<file path="src/rtl/fft_frame_ctrl.sv">
// Frame controller around an in-place FFT: loads N samples into set A, starts the core, unloads results.
// Optional FFT_BITREV_EN: unload reads bit-reversed addresses so output comes out in natural order.
module fft_frame_ctrl #(
    parameter int DATA_W = 16,
    parameter int ADDR_W = 9
) (
    input  logic                iCLK,
    input  logic                iRESET,
    input  logic [2*DATA_W-1:0] iIN_DATA,
    input  logic                iIN_VALID,
    output logic                oIN_READY,
    output logic                oFFT_START,
    input  logic                iFFT_RDY,
    input  logic                iRES_SET,
    output logic                oOWN,
    output logic                oWR_EN,
    output logic [1:0]          oWR_BANK,
    output logic [ADDR_W-1:0]   oWR_ADDR,
    output logic [2*DATA_W-1:0] oWR_DATA,
    output logic                oRD_EN,
    output logic                oRD_SET,
    output logic [1:0]          oRD_BANK,
    output logic [ADDR_W-1:0]   oRD_ADDR,
    input  logic [2*DATA_W-1:0] iRD_DATA,
    output logic [2*DATA_W-1:0] oOUT_DATA,
    output logic                oOUT_VALID,
    input  logic                iOUT_READY,
    output logic                oOUT_LAST,
    output logic                oBUSY
);

    localparam int IDX_W = ADDR_W + 2;
    localparam logic [IDX_W-1:0] LAST_IDX = '1;

    typedef enum logic [2:0] {IDLE, LOAD, START, RUN, UNLOAD} state_t;

    state_t             state_reg;
    logic               in_ready_reg;
    logic               fft_start_reg;
    logic               own_reg;
    logic               busy_reg;
    logic               rd_set_reg;
    logic [IDX_W-1:0]   ld_cnt_reg;
    logic [IDX_W-1:0]   rd_cnt_reg;
    logic [IDX_W-1:0]   out_cnt_reg;
    logic               rd_done_reg;
    logic               rd_pend_reg;
    logic [1:0]         fifo_cnt_reg;
    logic               fifo_wr_ptr_reg;
    logic               fifo_rd_ptr_reg;
    logic [2*DATA_W-1:0] fifo_mem [2];

    logic               accept;
    logic               fifo_valid;
    logic               pop;
    logic               rd_en;
    logic [2:0]         credit;
    logic [IDX_W-1:0]   rd_idx;

`ifdef FFT_BITREV_EN
    generate
        for (genvar gi = 0; gi < IDX_W; gi++) begin : g_bitrev
            assign rd_idx[gi] = rd_cnt_reg[IDX_W-1-gi];
        end
    endgenerate
`else
    assign rd_idx = rd_cnt_reg;
`endif

    assign accept     = in_ready_reg & iIN_VALID;
    assign fifo_valid = (fifo_cnt_reg != 2'd0);
    assign pop        = fifo_valid & iOUT_READY;

    // Reads in flight plus FIFO occupancy stay within 2; a same-cycle pop frees a slot.
    assign credit = {1'b0, fifo_cnt_reg} + {2'b00, rd_pend_reg};
    assign rd_en  = (state_reg == UNLOAD) & ~rd_done_reg & (credit < (3'd2 + {2'b00, pop}));

    assign oIN_READY  = in_ready_reg;
    assign oFFT_START = fft_start_reg;
    assign oOWN       = own_reg;
    assign oBUSY      = busy_reg;
    assign oRD_SET    = rd_set_reg;

    assign oWR_EN   = accept;
    assign oWR_BANK = accept ? ld_cnt_reg[1:0] : 2'b00;
    assign oWR_ADDR = accept ? ld_cnt_reg[IDX_W-1:2] : '0;
    assign oWR_DATA = accept ? iIN_DATA : '0;

    assign oRD_EN   = rd_en;
    assign oRD_BANK = rd_en ? rd_idx[1:0] : 2'b00;
    assign oRD_ADDR = rd_en ? rd_idx[IDX_W-1:2] : '0;

    assign oOUT_VALID = fifo_valid;
    assign oOUT_DATA  = fifo_valid ? fifo_mem[fifo_rd_ptr_reg] : '0;
    assign oOUT_LAST  = fifo_valid & (out_cnt_reg == LAST_IDX);

    always_ff @(posedge iCLK or negedge iRESET) begin
        if (!iRESET) begin
            state_reg     <= IDLE;
            in_ready_reg  <= 1'b0;
            fft_start_reg <= 1'b0;
            own_reg       <= 1'b0;
            busy_reg      <= 1'b0;
            rd_set_reg    <= 1'b0;
            ld_cnt_reg    <= '0;
            rd_cnt_reg    <= '0;
            out_cnt_reg   <= '0;
            rd_done_reg   <= 1'b0;
        end else begin
            case (state_reg)
                IDLE: begin
                    state_reg    <= LOAD;
                    in_ready_reg <= 1'b1;
                    own_reg      <= 1'b1;
                    busy_reg     <= 1'b1;
                    ld_cnt_reg   <= '0;
                end
                LOAD: begin
                    if (accept) begin
                        ld_cnt_reg <= ld_cnt_reg + 1'b1;
                        if (ld_cnt_reg == LAST_IDX) begin
                            state_reg     <= START;
                            in_ready_reg  <= 1'b0;
                            own_reg       <= 1'b0;
                            fft_start_reg <= 1'b1;
                        end
                    end
                end
                START: begin
                    fft_start_reg <= 1'b0;
                    state_reg     <= RUN;
                end
                RUN: begin
                    if (iFFT_RDY) begin
                        rd_set_reg  <= iRES_SET;
                        state_reg   <= UNLOAD;
                        own_reg     <= 1'b1;
                        rd_cnt_reg  <= '0;
                        rd_done_reg <= 1'b0;
                        out_cnt_reg <= '0;
                    end
                end
                UNLOAD: begin
                    if (rd_en) begin
                        rd_cnt_reg <= rd_cnt_reg + 1'b1;
                        if (rd_cnt_reg == LAST_IDX)
                            rd_done_reg <= 1'b1;
                    end
                    if (pop) begin
                        out_cnt_reg <= out_cnt_reg + 1'b1;
                        if (out_cnt_reg == LAST_IDX) begin
                            state_reg    <= LOAD;
                            in_ready_reg <= 1'b1;
                            ld_cnt_reg   <= '0;
                        end
                    end
                end
                default: state_reg <= IDLE;
            endcase
        end
    end

    // Read data arrives one cycle after the strobe and is pushed unconditionally.
    always_ff @(posedge iCLK or negedge iRESET) begin
        if (!iRESET) begin
            rd_pend_reg     <= 1'b0;
            fifo_cnt_reg    <= 2'd0;
            fifo_wr_ptr_reg <= 1'b0;
            fifo_rd_ptr_reg <= 1'b0;
        end else begin
            rd_pend_reg <= rd_en;
            if (rd_pend_reg)
                fifo_wr_ptr_reg <= ~fifo_wr_ptr_reg;
            if (pop)
                fifo_rd_ptr_reg <= ~fifo_rd_ptr_reg;
            case ({rd_pend_reg, pop})
                2'b10:   fifo_cnt_reg <= fifo_cnt_reg + 2'd1;
                2'b01:   fifo_cnt_reg <= fifo_cnt_reg - 2'd1;
                default: fifo_cnt_reg <= fifo_cnt_reg;
            endcase
        end
    end

    always_ff @(posedge iCLK) begin
        if (rd_pend_reg)
            fifo_mem[fifo_wr_ptr_reg] <= iRD_DATA;
    end

endmodule

</file>
<file path="config.mk">
export PLATFORM = sky130hd
export DESIGN_NAME = fft_frame_ctrl
export DESIGN_NICKNAME = d
export VERILOG_FILES = /design/src/rtl/fft_frame_ctrl.sv
export SDC_FILE = /design/constraint.sdc
export NUM_CORES = 1
export LEC_CHECK = 0
export ABC_AREA = 1
export ABC_CLOCK_PERIOD_IN_PS = 6150
export CELL_PAD_IN_SITES_DETAIL_PLACEMENT = 1
export CELL_PAD_IN_SITES_GLOBAL_PLACEMENT = 1
export CORE_UTILIZATION = 37
export DETAILED_ROUTE_END_ITERATION = 16
export PLACE_DENSITY = 0.84
export SLEW_MARGIN = 20
export SYNTH_ARGS = -nofsm -noshare
export SYNTH_HDL_FRONTEND = slang
export SYNTH_SLANG_ARGS = --single-unit
</file>
<file path="constraint.sdc">
create_clock -name iCLK -period 6.15 [get_ports iCLK]
set_input_delay 1.23 -clock iCLK [delete_from_list [all_inputs] [get_ports iCLK]]
set_output_delay 1.23 -clock iCLK [all_outputs]
set_load 0.02 [all_outputs]
</file>
==> flow_summary.toml, run 1 <==
[route]
viasPerCell = 5.00
avgRoutedWirePerCell_um = 16.4
dr.pass1.iters = 4
drt_iter0_markers = 238
vias = 4837
route.detailed.drc = 0
wl_mm = 15.8
postRouteAntennaNets = 0

[synth]
synth_warnings = 0
ys_ff_latch = 111
yosys.area.top_type_share_pct = 35.6
synth_largest_area_cell = "edfxtp_1"
syn-cell-area_um2 = 5400
syn_area_per_cell_um2 = 8.69
synth.distinct_cells = 31
synthCells = 621
ys_top_cells_by_area = "edfxtp_1 (36%), dfrtp_1 (22%), nand2_1 (11%)"
synthesis.nets = 697
ys_seq_area_share_pct = 57.4

[timing]
post-route-min-period_ns = 4.42
fin_crit_sh_pct = 71.8
setup_slack_ns = 1.73
fmax_mhz = 226
drv_slew = 0
setup_viol = 0
rsz0062_at_grt = "no"
setup_tns_ns = 0
hold_viol_final = 0
worst_pin_slew_ns = 1.04
max_slew_margin_pct = 30.2
skew_ns = 0.0114

[clocking]
cts_num_sinks = 111
cts_tree = "yes"
h-tree-depth = 3
cts_setup_buffers = 0
cts_buffer_depth = 2
path_clk_slew_ns = 0.07
root_buffer = "clkbuf_16"
ctsResizeCount = 0
hold_buffers = 0
cts_made_buffers = 9
clkLatencyLatePin_ns = 0.35

[final_layout]
syn_to_final_growth_pct = 39.1
fill_cells = 1628
largest_reg_flops = 64
nets = 858
diodes = 0
drive_above_1_share_pct = 4.57
final_cell_mix = "clkdlybuf4s50_1 (163), nand2_1 (161), nor2_1 (88), inv_1 (80), edfxtp_1 (64)"
regMostFlops = "fifo_mem"
final_common_cell = "clkdlybuf4s50_1"

[status]
status = "complete, no violations"

[critical_path]
path_max_fanout = 15
worst-setup-path-type = "input port to output port"
cp-startpoint = "iOUT_READY"
cp_cell_sequence = "clkdlybuf4s50_1 > nand2_1 > o21ai_0 > nand2_1 > inv_1 > clkdlybuf4s50_1"
cp_slowest_stage_delay_ns = 0.64
end_kind = "output port"
r2r_slack_ns = 3.90
r2r_start = "fifo_cnt_reg[0]"
path_buf_inv = 3
slowest_stage = "clkdlybuf4s50_1"
required_ns = 4.92
cp_top_family = "buffers and inverters"
cp_data_arrival_time_ns = 3.19
critPathLaunchType = "input port"

[global_routing]
grt_pass1_wl_mm = 25.3
grtUsageTotal_pct = 21.9
first_global_vias = 5198
grt_overflow = 0
grt_max_degree = 48
antenna_found_initial = 0

[place]
post-dp-hpwl_mm = 11.7
gp_congestion = 0.830
numPortBuffers = 164
post-place-ws_ns = 1.71

[die]
dieWidth_um = 123
start_util_pct = 38.4
rows = 43
io_pins = 165
floorplan.die.height_um = 123
core_area_um2 = 14000
dieArea_um2 = 15100

[power_and_ir_drop]
pwr-share-comb_pct = 44.8
p_per_area_nw_per_um2 = 378
power.switching_mw = 1.13
p_clk_share_pct = 20.3
p_leak_nw = 3.08
intPower_mw = 1.71
seqPwrFrac_pct = 35.0
vdd_drop_max_mv = 0.188
switching_share_pct = 39.9

[flow_run]
max-cap-violations = 0

[worst_hold_path]
hold_path_class = "register to register"
hold_start = "oFFT_START"
[cells by family after synthesis]
group	synth area share (%)
XOR/XNOR	1.78
buffers and inverters	7.60
AO/OA/AOI/OAI	7.42
adder cells (fa/ha/maj)	1.39
AND/OR/NAND/NOR	24.4
flip-flops	57.4
[routing by layer]
metal  global-route usage (%)  vias to the layer above  part of all wire, %
met4                     6.71                        0                  1.0
li1                         -                     2315                    -
met5                        0                        -                    0
met2                     40.2                      164                   51
met1                     24.3                     2346                   40
met3                     6.18                       12                  7.9
[metrics by stage]
step | hold slack [ns] | power (mW) | std cells | instance area [µm²] | utilization (%)
floorplan | 0.451 | 1.73 | 621 | 5400 | -
global placement | 0.465 | 2.23 | 951 | 7220 | 51.4
detailed placement | 0.466 | 2.29 | 951 | 7220 | 51.4
CTS | 0.489 | 2.87 | 967 | 7510 | 53.5
global route | 0.504 | 3.02 | 967 | 7510 | 53.5
finish | 0.479 | 2.84 | 967 | 7510 | 53.5
[synthesized netlist by cell type]
library cell and n:
ha_1 6, nand2_1 161, nor2_1 89, buf_2 2
nand2_4 1, nor2_2 4, dfrtp_1 47, nand3b_1 3
o21ai_0 30, o31ai_1 2, edfxtp_1 64, a21boi_0 1
buf_4 3, xor2_1 9, o21bai_1 1, nand3b_4 1
nor3_1 3, inv_2 3, nand4_1 13, nand3_1 29
clkinv_1 1, nand3_2 1, clkbuf_1 15, nand4_2 1
inv_1 80, nor2_4 2, inv_4 1, nor3b_1 2
a21oi_1 37, o21ai_1 7, xnor2_1 2
[worst min-delay path, stage by stage (launching register included)]
cell and delay (ns):
dfrtp_1 0.34, nand2_1 0.05, nand2_1 0.05
[area by class of cell]
class                      instances  area (µm²)  area share [%]
sequential                       111        3100            41.2
multi-input combinational        405        1890            25.2
clock buffer                      11         233            3.10
clock inverter                     5        60.1           0.799
tap                              180         225            3.00
inverter                          85         322            4.28
timing repair buffer             170        1680            22.4
[power by group through the flow]
stage | registers, mW | clock network (mW) | logic, mW
global placement | 0.998 | 0 | 1.23
detailed placement | 1.01 | 0 | 1.28
floorplan | 0.993 | 0 | 0.741
CTS | 0.995 | 0.588 | 1.29
global route | 1.01 | 0.614 | 1.40
finish | 0.994 | 0.576 | 1.27
[path summary, 6_finish.rpt]
path                                  endpoint  cells after the start
min in group asynchronous              oRD_SET                      2
worst max register to register   rd_cnt_reg[7]                      8
max in group asynchronous       out_cnt_reg[9]                      2
worst max-delay path                    oRD_EN                      6
worst min register to register      oFFT_START                      2
worst min-delay path                oFFT_START                      2
No activity file was read; power rests on OpenSTA's default activity.
==> run 2, diff against run 1 <==
Settings changed: ABC_CLOCK_PERIOD_IN_PS 6150 to 4000, CORE_UTILIZATION 37 to 31, PLACE_DENSITY 0.84 to 0.75.
Clock period 6.15 ns to 4 ns, I/O delays scaled along.
==> run 2 against run 1 <==
Net effect:
- register-to-register slack lost 2.2 ns
- clock power increased by 67%
- clock skew shrank 0.0023 ns
- setup slack lost 1.4 ns
- global-route usage down 4.0 points
- highest routed layer unchanged
==> flow_summary.toml, run 2 (synthesized netlist as in run 1, its figures left out) <==
[critical_path]
end_kind = "output port"
cp_data_arrival_time_ns = 2.86
critPathLaunchType = "input port"
path_max_fanout = 15
r2r-end = "rd_cnt_reg[10]"
worst-setup-path-type = "input port to output port"
r2r_start = "rd_pend_reg"
r2r_cells = 7
required_ns = 3.20
r2r_slack_ns = 1.69

[timing]
setup_viol = 0
fmax_mhz = 273
fin_crit_sh_pct = 91.5
rsz0062_at_grt = "no"
drv_slew = 0
setup_tns_ns = 0
post-route-min-period_ns = 3.66
holdWs_ns = 0.462
skew_ns = 0.00912
max_slew_margin_pct = 33.1
hold_viol_final = 0
worst_pin_slew_ns = 0.997

[die]
dieWidth_um = 134
dieArea_um2 = 17900
start_util_pct = 32.1
core_area_um2 = 16800
floorplan.die.height_um = 134
rows = 47
io_pins = 165

[place]
numPortBuffers = 164
placed_area_um2 = 7260
dpl.cell_count = 990
post-dp-hpwl_mm = 11.3
gp_congestion = 0.823

[route]
postRouteAntennaNets = 0
wl_mm = 15.5
avgRoutedWirePerCell_um = 15.4
drt_iter0_markers = 199
route.detailed.drc = 0
dr.pass1.iters = 4
viasPerCell = 4.81
vias = 4840

[global_routing]
grtUsageTotal_pct = 18.0
grt_max_degree = 48
grtUsageMet2_pct = 32.7
grt_pass1_wl_mm = 25.5
grt.busiest_layer = "met2"
first_global_vias = 5208
grt_overflow = 0
antenna_found_initial = 0
grtUsageMet1_pct = 20.8
grt_use_met3_pct = 4.42

[final_layout]
syn_to_final_growth_pct = 40.5
diodes = 0
instances_no_fill = 1006
final_cell_mix = "clkdlybuf4s50_1 (163), nand2_1 (161), nor2_1 (88), inv_1 (80), edfxtp_1 (64)"
largest_reg_flops = 64
finish.instance_area_um2 = 7590
nets = 857
drive_above_1_share_pct = 4.58
regMostFlops = "fifo_mem"
fill_cells = 1974
final_common_cell = "clkdlybuf4s50_1"

[flow_run]
max-cap-violations = 0

[clocking]
cts_setup_buffers = 0
clkLatencyLatePin_ns = 0.35
cts_buffer_depth = 2
ctsResizeCount = 0
cts_tree = "yes"
cts_num_sinks = 111
path_clk_slew_ns = 0.07
root_buffer = "clkbuf_16"
hold_buffers = 0
h-tree-depth = 3
cts_made_buffers = 9

[worst_hold_path]
hold_path_class = "input port to asynchronous set/reset pin"

[power_and_ir_drop]
p_per_area_nw_per_um2 = 586
vdd_drop_max_mv = 0.267
p_leak_nw = 3.09

[status]
status = "complete, no violations"
run 2: cell count changes in the layout (fill, tap and decap cells not counted):
cell,previous run,this run
buf_2,1,0
bufinv_16,1,2
clkbuf_1,2,0
clkinv_1,1,2
clkinv_4,2,1
inv_8,0,1
run 2: critical path, cell delays in order:
cell,delay [ns]
clkdlybuf4s50_1,0.50
nand2_1,0.11
o21ai_0,0.18
nand2_1,0.33
nor2_1,0.27
clkdlybuf4s50_1,0.67
run 2: final cells by class:
| cell class | count | area, µm² | area share (%) |
|---|---|---|---|
| clock buffer | 9 | 225 | 2.97 |
| tap | 220 | 275 | 3.63 |
| timing repair buffer | 169 | 1680 | 22.1 |
| multi-input combinational | 405 | 1890 | 25.0 |
| clock inverter | 7 | 96.3 | 1.27 |
| sequential | 111 | 3100 | 40.8 |
| inverter | 85 | 322 | 4.24 |
run 2: report_power, final:
group,leakage (nW),switching (mW),internal [mW]
Clock,0.155,0.408,0.551
Sequential,1.20,0.146,1.38
Combinational,1.74,1.20,0.760
Total,3.09,1.75,2.69
run 2: stage by stage:
step	util [%]	setup WS, ns	total power [mW]
finish	45.1	0.341	4.44
floorplan	-	1.57	2.67
detailed placement	43.2	0.348	3.52
global placement	43.2	0.472	3.45
CTS	45.1	0.343	4.50
global route	45.1	0.203	4.73
run 2: worst max-delay path by stage:
stage,slack (ns),start,endpoint,cells after the start
3_3_place_gp,0.47,iOUT_READY,oRD_EN,6
5_1_grt,0.20,iOUT_READY,oRD_ADDR[3],6
4_1_cts,0.34,iOUT_READY,oRD_EN,6
2_1_floorplan,1.57,iOUT_READY,oRD_ADDR[0],5
6_report,0.34,iOUT_READY,oRD_ADDR[3],6
3_5_place_dp,0.35,iOUT_READY,oRD_EN,6
run 2: routing by layer:
layer / wire length (µm) / vias up
met4: 187 / 0
met3: 984 / 14
met1: 6590 / 2347
li1: - / 2316
met5: 0 / -
met2: 7720 / 163
